## src/rtl/ef_smsdac_dec.sv

```systemverilog
// ef_smsdac_dec: rebuilds the code from 3-level element pairs, flags decode mismatches
// and checks that each layer's running usage imbalance stays bounded.
module ef_smsdac_dec #(
   parameter int BITS  = 8,
   parameter int ACC_W = 4,
   parameter int BOUND = 2
) (
   input  logic              i_clk,
   input  logic              i_rst_b,
   input  logic              i_valid,
   input  logic              i_en,
   input  logic [2*BITS-1:0] i_y,
   input  logic [BITS:0]     i_x,
   input  logic              i_clr,
   output logic              o_valid,
   output logic [BITS:0]     o_x,
   output logic              o_err,
   output logic [15:0]       o_err_cnt,
   output logic [BITS-1:0]   o_bound_err
);
   localparam logic signed [ACC_W:0] SMAX = (ACC_W+1)'(2**(ACC_W-1)-1);
   localparam logic signed [ACC_W:0] SBND = (ACC_W+1)'(BOUND);

   logic                            a_valid_q, a_en_q;
   logic [2*BITS-1:0]               a_y_q;
   logic [BITS:0]                   a_x_q;
   logic [BITS:0]                   x_dec, x_d, x_q;
   logic                            valid_d, valid_q, err_d, err_q;
   logic [15:0]                     cnt_d, cnt_q;
   logic [BITS-1:0][ACC_W-1:0]      s_d, s_q;
   logic [BITS-1:0]                 bound_d, bound_q;

   always_ff @(posedge i_clk or negedge i_rst_b)
      if (!i_rst_b) begin
         a_valid_q <= 1'b0;
         a_en_q    <= 1'b0;
         a_y_q     <= '0;
         a_x_q     <= '0;
         valid_q   <= 1'b0;
         x_q       <= '0;
         err_q     <= 1'b0;
         cnt_q     <= '0;
         s_q       <= '0;
         bound_q   <= '0;
      end else begin
         a_valid_q <= i_valid;
         a_en_q    <= i_en;
         a_y_q     <= i_y;
         a_x_q     <= i_x;
         valid_q   <= valid_d;
         x_q       <= x_d;
         err_q     <= err_d;
         cnt_q     <= cnt_d;
         s_q       <= s_d;
         bound_q   <= bound_d;
      end

   // Each layer contributes 0, 1 or 2 units of weight 2^k.
   always_comb begin
      x_dec = '0;
      for (int k = 0; k < BITS; k++)
         x_dec = x_dec + (((BITS+1)'(a_y_q[2*k+1]) + (BITS+1)'(a_y_q[2*k])) << k);
   end

   always_comb begin
      valid_d = a_valid_q;
      x_d     = a_valid_q ? x_dec : x_q;
      err_d   = a_valid_q & (x_dec != a_x_q);
      cnt_d   = i_clr ? '0 : (err_d && cnt_q != 16'hFFFF) ? cnt_q + 16'd1 : cnt_q;
   end

   // Clear wins over update; disabled shaping parks every accumulator at zero.
   always_comb begin
      s_d     = s_q;
      bound_d = bound_q;
      for (int k = 0; k < BITS; k++) begin
         logic signed [ACC_W:0] d, sum, sat;
         d   = $signed((ACC_W+1)'(a_y_q[2*k+1])) - $signed((ACC_W+1)'(a_y_q[2*k]));
         sum = $signed({s_q[k][ACC_W-1], s_q[k]}) + d;
         sat = (sum > SMAX) ? SMAX : (sum < -SMAX) ? -SMAX : sum;
         s_d[k] = i_clr ? '0 : !a_valid_q ? s_q[k] : !a_en_q ? '0 : sat[ACC_W-1:0];
         bound_d[k] = !i_clr & (bound_q[k] | (a_valid_q & a_en_q & ((sat > SBND) || (sat < -SBND))));
      end
   end

   assign o_valid     = valid_q;
   assign o_x         = x_q;
   assign o_err       = err_q;
   assign o_err_cnt   = cnt_q;
   assign o_bound_err = bound_q;
endmodule

```

## config.mk

```make
export PLATFORM = sky130hd
export DESIGN_NAME = ef_smsdac_dec
export DESIGN_NICKNAME = d
export VERILOG_FILES = /design/src/rtl/ef_smsdac_dec.sv
export SDC_FILE = /design/constraint.sdc
export NUM_CORES = 1
export LEC_CHECK = 0
export CAP_MARGIN = 20
export CORE_UTILIZATION = 45
export CTS_BUF_LIST = sky130_fd_sc_hd__clkbuf_16
export DETAILED_ROUTE_END_ITERATION = 16
export PLACE_DENSITY_LB_ADDON = 0.05
export SETUP_SLACK_MARGIN = 0.15
export SKIP_CTS_REPAIR_TIMING = 1
export SLEW_MARGIN = 20
export SYNTH_ARGS = -nofsm -noshare
export SYNTH_HDL_FRONTEND = slang
export SYNTH_SLANG_ARGS = --single-unit
```

## constraint.sdc

```tcl
create_clock -name i_clk -period 4.6 [get_ports i_clk]
set_input_delay 0.69 -clock i_clk [delete_from_list [all_inputs] [get_ports i_clk]]
set_output_delay 0.69 -clock i_clk [all_outputs]
set_load 0.02 [all_outputs]
```

# [Word-level counts from Yosys, hierarchy flattened]
# Cells that the tools add are included.
[word_totals] register_bits=94 in_bits=30 out_inout_bits=35 wordCells=163
[op_classes] addsub=32 n_lt_le_gt_ge=32 eq_ne=2 mux=42 bitwise_logic=26 n_reduce_logical=12
[ops] op="4-bit two-way mux" count=24
[ops] op="5-bit two-way mux" count=16
[ops] op="4-bit by 2-bit adder with 5-bit output" count=8
[ops] op="5-bit by 3-bit greater-than comparator with 1-bit output, second input constant" count=8
[ops] op="5-bit by 4-bit greater-than comparator with 1-bit output, second input constant" count=8
[ops] op="5-bit by 2-bit < comparator with 1-bit output, second input constant" count=8
[ops] op="5-bit by 4-bit < comparator with 1-bit output, second input constant" count=8
[ops] op="16-bit two-way mux" count=2
[ops] op="1-bit AND" count=18
[ops] op="1-bit by 1-bit adder with 2-bit output" count=8
[ops] op="16-bit by 1-bit adder with 16-bit output, second input constant" count=1
[ops] op="16-bit inequality test, second input constant" count=1
[ops] op="1-bit by 1-bit subtractor with 2-bit output" count=8
[ops] op="8-bit by 8-bit adder with 9-bit output" count=1
[ops] op="9-bit adder" count=1
[ops] op="9-bit inequality test" count=1
[ops] op="7-bit by 7-bit adder with 8-bit output" count=1
[ops] op="1-bit logical OR" count=8
[ops] op="1-bit bitwise OR" count=8
[ops] op="6-bit by 6-bit adder with 7-bit output" count=1
[ops] op="5-bit by 5-bit adder with 6-bit output" count=1
[ops] op="4-bit by 4-bit adder with 5-bit output" count=1
[ops] op="2-bit by 3-bit adder with 4-bit output" count=1
[ops] op="2-bit nonzero test" count=2
[ops] op="2 further kinds" count=2

# [Depth between registers and ports, before layout]
[depth] depth_word=13 ltp_mapped=17 depth_no_buf=17

# [Worst setup path before layout]
# No wires, ideal clock.
[synth_timing] kind="reg-to-reg" startpoint="register a_y_q[12]" endpoint="register bound_q[6], in the netlist o_bound_err[6]" setup_time_ps=136 arrival_ps=3081 required_ps=4464 setup_slack_ps=1382 path_stages_with_launch=13 n_path_buf=0 synth_period_minus_slack_ps=3218 cell_sequence="dfrtp_1 > ha_1 > inv_1 > ha_1 > inv_1 > fa_1 > xnor2_1 > xnor2_1 > a311o_1 > ha_1 > or4_1 > o221ai_1 > a21oi_1"
[synth_via] elab_chain_len=10 word_cells_on_any_way=12 classes_between="2 x add/sub; 4 x order compare; 2 x mux; 3 x bitwise; 1 x reduce/logical"
[synth_rtl] item="start: declaration" line="25" text="logic [2*BITS-1:0] a_y_q;"
[synth_rtl] item="start signal: assignment" line="48" text="a_y_q <= i_y;"
[synth_rtl] item="1-bit by 1-bit subtractor with 2-bit output (*)" line="78" text="d = $signed((ACC_W+1)'(a_y_q[2*k+1])) - $signed((ACC_W+1)'(a_y_q[2*k]));"
[synth_rtl] item="4-bit by 2-bit adder with 5-bit output (*)" line="79" text="sum = $signed({s_q[k][ACC_W-1], s_q[k]}) + d;"
[synth_rtl] item="5-bit by 4-bit < comparator with 1-bit output" line="80" text="sat = (sum > SMAX) ? SMAX : (sum < -SMAX) ? -SMAX : sum;"
[synth_rtl] item="5-bit two-way mux" line="80"
[synth_rtl] item="5-bit two-way mux (*)" line="80"
[synth_rtl] item="5-bit by 3-bit greater-than comparator with 1-bit output or 5-bit by 2-bit < comparator with 1-bit output (tied branches)" line="82" text="bound_d[k] = !i_clr & (bound_q[k] | (a_valid_q & a_en_q & ((sat > SBND) || (sat < -SBND))));"
[synth_rtl] item="1-bit logical OR (*)" line="82"
[synth_rtl] item="1-bit AND (*)" line="82"
[synth_rtl] item="1-bit bitwise OR (*)" line="82"
[synth_rtl] item="1-bit AND (*)" line="82"
[synth_rtl] item="named net bound_d[6]" line="31" text="logic [BITS-1:0] bound_d, bound_q;"
[synth_rtl] item="end signal: assignment" line="55" text="bound_q <= bound_d;"
[synth_rtl] item="end: declaration" line="31"
# The timed path passes the listed nets; every way through them passes the cells marked *.
# A chain may end at the register's enable or synchronous reset.

# [Worst setup path in the final report]
[layout_timing] startpoint="register a_y_q[8]" endpoint="register bound_q[4], in the netlist o_bound_err[4]"
# Same word-level chain as after synthesis.

==> impl_results.md <==
* Post-Syn Area at 6640 µm²
* Setup_tns at 0 ns
* Chip width at 123 µm
* Routability cong. at 0.821
* Fmax at 273 MHz
* Dominant synthesized flop cell: dfrtp_1
* Hold Slack at 0.468 ns
* CTS tree: yes
* Crit path launch type: flip-flop
* Initial antenna violation count at 0
* Max-cap violations at 0
* Max Clock Skew at 0.0101 ns
* Crit-path cells: ha_1 > inv_1 > ha_1 > inv_1 > fa_1 > o211ai_1 > o21ai_0 > a21oi_1 > a311o_1 > ha_1 > or4_1 > o221ai_1 > a21oi_1
* Fin. max-slew vios at 0
* IO Port Bufs at 64
* Drt drc at 0
* Total track usage at 22.1%
* Most common cell on crit path: ha_1
* Pwr/cell area at 289 nW/µm²
* Final cell count without fillers at 973
* Crit-path slowest cell: or4_1
* Crit-path max FO at 5
* Clock power frac at 34.8%
* Largest net degree at the start of global routing at 72
* Synth warn at 0
* LEAKAGE at 3.34 nW
* CTS clk-pin slew, worst paths at 0.07 ns
* Number of buffers created by CTS at 9
* Initial Utilization at 45.9%
* Least-Margin Pin Slew at 0.941 ns
* Fin. Hold Viols at 0
* WS Path Type: reg -> reg
* Critical path data arrival time at 3.86 ns
* Final worst setup slack at 0.934 ns
* Switching component of the power at 0.689 mW
* Period minus WS final at 3.67 ns
* Synth cell types at 59
* Vias in the first global route at 5278
* Drt via density at 5.62
* Std cell rows at 44
* Combinational Power Share at 23.9%
* Average size of a mapped cell at 9.01 µm²
* RSZ-0062 raised after global routing: no
* Hold Crit Class: in -> async
* EDFF count, synth at 0
* H-Tree Depth at 3
* Area of placed instances at 7410 µm²
* Switching fraction of total power at 31.0%
* Worst skew pair latency at 0.36 ns
* Area growth from synthesis to layout at 16.1%
* Pre-CTS WS at 1.03 ns
* Mapped Nets at 831
* Post-synthesis sequential area ratio at 35.4%
* Via count at 5469
* Post-route ant nets at 0
* Final cycle utilization of the critical path at 79.7%
* Total core area at 14500 µm²
* Die ar. at 15200 µm²
* Status: complete, no violations
* First-pass GRT wire length at 26000 µm
* Relative slew slack at 37.3%
* Iteration-0 DRC count of the detailed router at 301
* Fin nets at 878
* Worst EP required at 4.79 ns
* # diodes at 0
* Drt first pass iters at 5
* Total wire length at 15700 µm
* Root buf cell: clkbuf_16
* Cell Int Power at 1.54 mW
* CP peak stage delay at 0.52 ns
* Grt ovf at 0
* Mapped Cells at 737
* Share of cells above drive strength 1 at 5.07%
* Kind of end point of the critical path: flip-flop
* Placed Cells at 957
* Clock Tree Buf Depth at 2
* DPL Wire Length at 11200 µm
* I/O pin total at 65
* Routed length per placed instance at 16.2 µm
* Sequential share of power at 41.4%
* Maximum vdd drop at 0.000195 V
* Clk sink count at 94
* Final setup fails at 0
* Async SR Flop Fraction at 100%
* Die height at 123 µm
* Flop2flop setup slack at 0.93 ns
* Final instance area at 7710 µm²
* #FFs+latches synth at 94
==> worst max-delay path, delay by kind of cell, from the launching register on <==
family | cells | cell delay, ns
buffers and inverters | 2 | 0.17
AOI/OAI and AO/OA | 6 | 1.15
and+or+nand+nor | 1 | 0.52
adders and majority gates | 4 | 1.26
DFF | 1 | 0.41
==> layout make-up <==
cell class                 instances  area [µm²]
clock buffer                       9         225
clock inverter                     7        71.3
fill                            1335        6770
inverter                          66         248
multi-input combinational        545        3910
sequential                        94        2350
tap                              184         230
timing repair buffer              68         668
==> cells in the mapped netlist, types with 10 or more instances <==
| library cell | n | share of area [%] |
|---|---|---|
| a21o_1 | 10 | 1.1 |
| a21oi_1 | 38 | 2.9 |
| clkbuf_1 | 29 | 1.6 |
| dfrtp_1 | 94 | 35 |
| ha_1 | 56 | 11 |
| inv_1 | 66 | 3.7 |
| mux2_2 | 12 | 2.0 |
| nand2_1 | 66 | 3.7 |
| nand2b_1 | 21 | 2.0 |
| nand3_1 | 21 | 1.6 |
| nor2_1 | 40 | 2.3 |
| nor2b_1 | 13 | 1.2 |
| nor3_1 | 14 | 1.1 |
| nor3b_1 | 13 | 1.5 |
| o21ai_0 | 56 | 4.2 |
| or4_1 | 12 | 1.4 |
| xnor2_1 | 21 | 2.8 |
| xor2_1 | 14 | 1.8 |
==> state kept, by name (all words and copies together) (netlist names) <==
| signal | cells |
|---|---|
| a_en_q | 1 |
| a_x_q | 9 |
| o_x | 9 |
| o_err | 1 |
| o_bound_err | 8 |
| o_valid | 1 |
| s_q | 32 |
| a_valid_q | 1 |
| a_y_q | 16 |
| o_err_cnt | 16 |
==> cells in the final DEF, fill, tap and decap left out, drive strengths merged, types with 13 or more instances in the layout <==
cell type,synthesis,routed
xnor2,21,21
ha,56,56
inv,66,68
a21oi,39,39
o21ai,58,58
nor3,16,16
xor2,14,14
nor2,40,40
nand2b,21,21
nor3b,13,13
mux2,19,19
dfrtp,94,94
nand3,21,21
nand2,66,66
clkdlybuf4s50,0,63
nor2b,13,13
==> per-layer routing <==
layer / global-route usage (%) / part of all wire (%) / routed length (µm)
met5: 0 / 0 / 0
met4: 5.42 / 1.0 / 165
met3: 5.21 / 5.0 / 779
met2: 35.7 / 46 / 7290
met1: 29.8 / 48 / 7490
==> power groups by stage <==
stage / Combinational [mW] / Sequential [mW] / Clock, mW
global placement: 0.520 / 0.935 / 0
detailed placement: 0.531 / 0.936 / 0
CTS: 0.537 / 0.922 / 0.790
floorplan: 0.323 / 0.954 / 0
global route: 0.595 / 0.930 / 0.820
finish: 0.531 / 0.921 / 0.774
==> cells by family (layout without fill, tap and decap cells) <==
logic type / after synthesis / after routing / synth area share [%]
AOI/OAI and AO/OA: 186 / 186 / 18.5
xor gates and xnor gates: 37 / 37 / 5.30
adders and majority gates: 64 / 64 / 13.0
buffers and inverters: 98 / 150 / 5.69
DFF: 94 / 94 / 35.4
muxes: 21 / 21 / 3.64
and+or+nand+nor: 237 / 237 / 18.5
==> final timing paths <==
check / cells after the start / to / startpoint
worst max register to register: 13 / o_bound_err[4] / a_y_q[8]
worst min-delay path: 1 / s_q[13] / i_rst_b
min in group i_clk: 2 / s_q[20] / s_q[20]
worst min register to register: 2 / s_q[20] / s_q[20]
max in group asynchronous: 2 / s_q[0] / i_rst_b
worst max-delay path: 13 / o_bound_err[4] / a_y_q[8]
==> per-stage QoR <==
step	util, %	power (mW)
global route	53.2	2.35
global placement	51.2	1.45
finish	53.2	2.23
floorplan	-	1.28
detailed placement	51.2	1.47
CTS	53.2	2.25
No activity file was read; power rests on OpenSTA's default activity.
==> RTL edit (same flow settings) <==
Set the parameter `BITS` to 6 (it was 8).
--- a/src/rtl/ef_smsdac_dec.sv
+++ b/src/rtl/ef_smsdac_dec.sv
@@ -3,3 +3,3 @@
 module ef_smsdac_dec #(
-   parameter int BITS  = 8,
+   parameter int BITS  = 6,
    parameter int ACC_W = 4,
Interface: changed (resized i_x, i_y, o_bound_err and o_x); port bits go from 65 to 55. The function was not compared with the original's and may differ.
==> RTL edit against the original RTL <==
Setup slack better by 12 ps; total power down 18%; clock skew shrank 1.0 ps; routed wire length shrank 25%; area after synthesis decreased by 20%; clock power fell by 13%; sequential cell count decreased by 18; design area decreased by 20%.
==> RTL edit: results (changes against the original RTL) <==
Synthesis
  • Top cells by area, synth: dfrtp_1, ha_1, o21ai_0
  • Syn Nets: 660 (-21%)
  • Post-synthesis sequential area ratio: 35.9% (+0.44 points)
  • Commonest cells in the netlist: dfrtp_1, nand2_1, o21ai_0
  • Syn avg cell area: 9.02 sq um (about the same)
  • Library cells used by synthesis: 51 (-14%)

Place
  • GPL Wtd Cong: 0.841 (+2.5%)
  • Number of port buffers: 54 (-16%)
  • Placed Cells incl. Taps: 759 (-21%)
  • HPWL after DPL: 8400 um (-25%)

Cells and area
  • Sequential cell count: 76 (-19%)
  • Post-route insts no fill: 774 (-20%)
  • Seq/total area: 30.7% (+0.14 points)
  • Core Util, Final: 54.1% (+0.86 points)
  • Multi-input logic area: 3100 sq um (-21%)
  • Nonclk buf count: 57 (-16%)
  • Nets: 699 (-20%)
  • Count of multi-input gates: 435 (-20%)
  • Non-clock buffering overhead: 9.10% (+0.43 points)
  • Clock network contribution to total cell area: 4.42% (+0.57 points)
  • Share of layout cells above drive strength 1: 7.77% (+2.7 points)

Timing
  • Slew headroom: 48.8% (+12 points)
  • Clock Skews: 9.07 ps (-1.03 ps)
  • Hold_ws: 351 ps (-117 ps)

Drt
  • Per-cell routed wire length: 15.2 um (-5.8%)
  • Vias: 4270 (-22%)
  • Initial DRC Count: 231 (-23%)

Status
  • Status: completed

Global route
  • Vias in the first global route: 4134 (-22%)
  • First-pass GRT wire length: 20200 um (-22%)
  • Largest net degree at the start of global routing: 77 (+6.9%)

Clock tree
  • Worst-Skew Late Latency: 340 ps (-20 ps)

Power
  • P_int: 1300 uW (-16%)
  • Combinational share of power: 21.9% (-2.0 points)
  • VDD IR-drop max: 0.162 mV (-17%)
  • Seq power: 748 uW (-19%)
  • Leak pwr: 0.00269 uW (-19%)
  • Register share of total power: 41.1% (-0.3 points)

Setup path
  • R2r endpoint: o_bound_err[3]
  • Critical Path AT: 3850 ps (about the same)
  • R2R cell count: 15 (+2)
  • Slowest cell on the critical path: or4b_2
  • R2R Path Start: a_y_q[6]

Floorplanning
  • Core area: 11500 sq um (-21%)
## RTL edit: how the worst min path moves through the flow
stage                to     from  cells past startpoint
3_3_place_gp    s_q[16]  s_q[16]                      2
3_5_place_dp    s_q[16]  s_q[16]                      2
2_1_floorplan    a_en_q  i_rst_b                      0
6_report         s_q[7]  i_rst_b                      1
4_1_cts         s_q[16]  s_q[16]                      2
5_1_grt        a_y_q[3]  i_rst_b                      1
## RTL edit: cells by family (layout without fill, tap and decap cells)
kind of cell / Yosys count / in the layout / share of synthesized area [%]
fa+ha+maj: 48 / 48 / 12.2
simple gates: 204 / 204 / 20.5
mux: 22 / 22 / 4.89
compound gates: 130 / 130 / 15.5
buf+inv: 77 / 120 / 5.59
flops: 76 / 76 / 35.9
xor+xnor: 31 / 31 / 5.40
## RTL edit: metal layers
metal	share of wire, %	global-route usage, %
met5	0	0
met4	2.2	8.98
met3	4.7	4.72
met2	46	32.5
met1	47	27.1
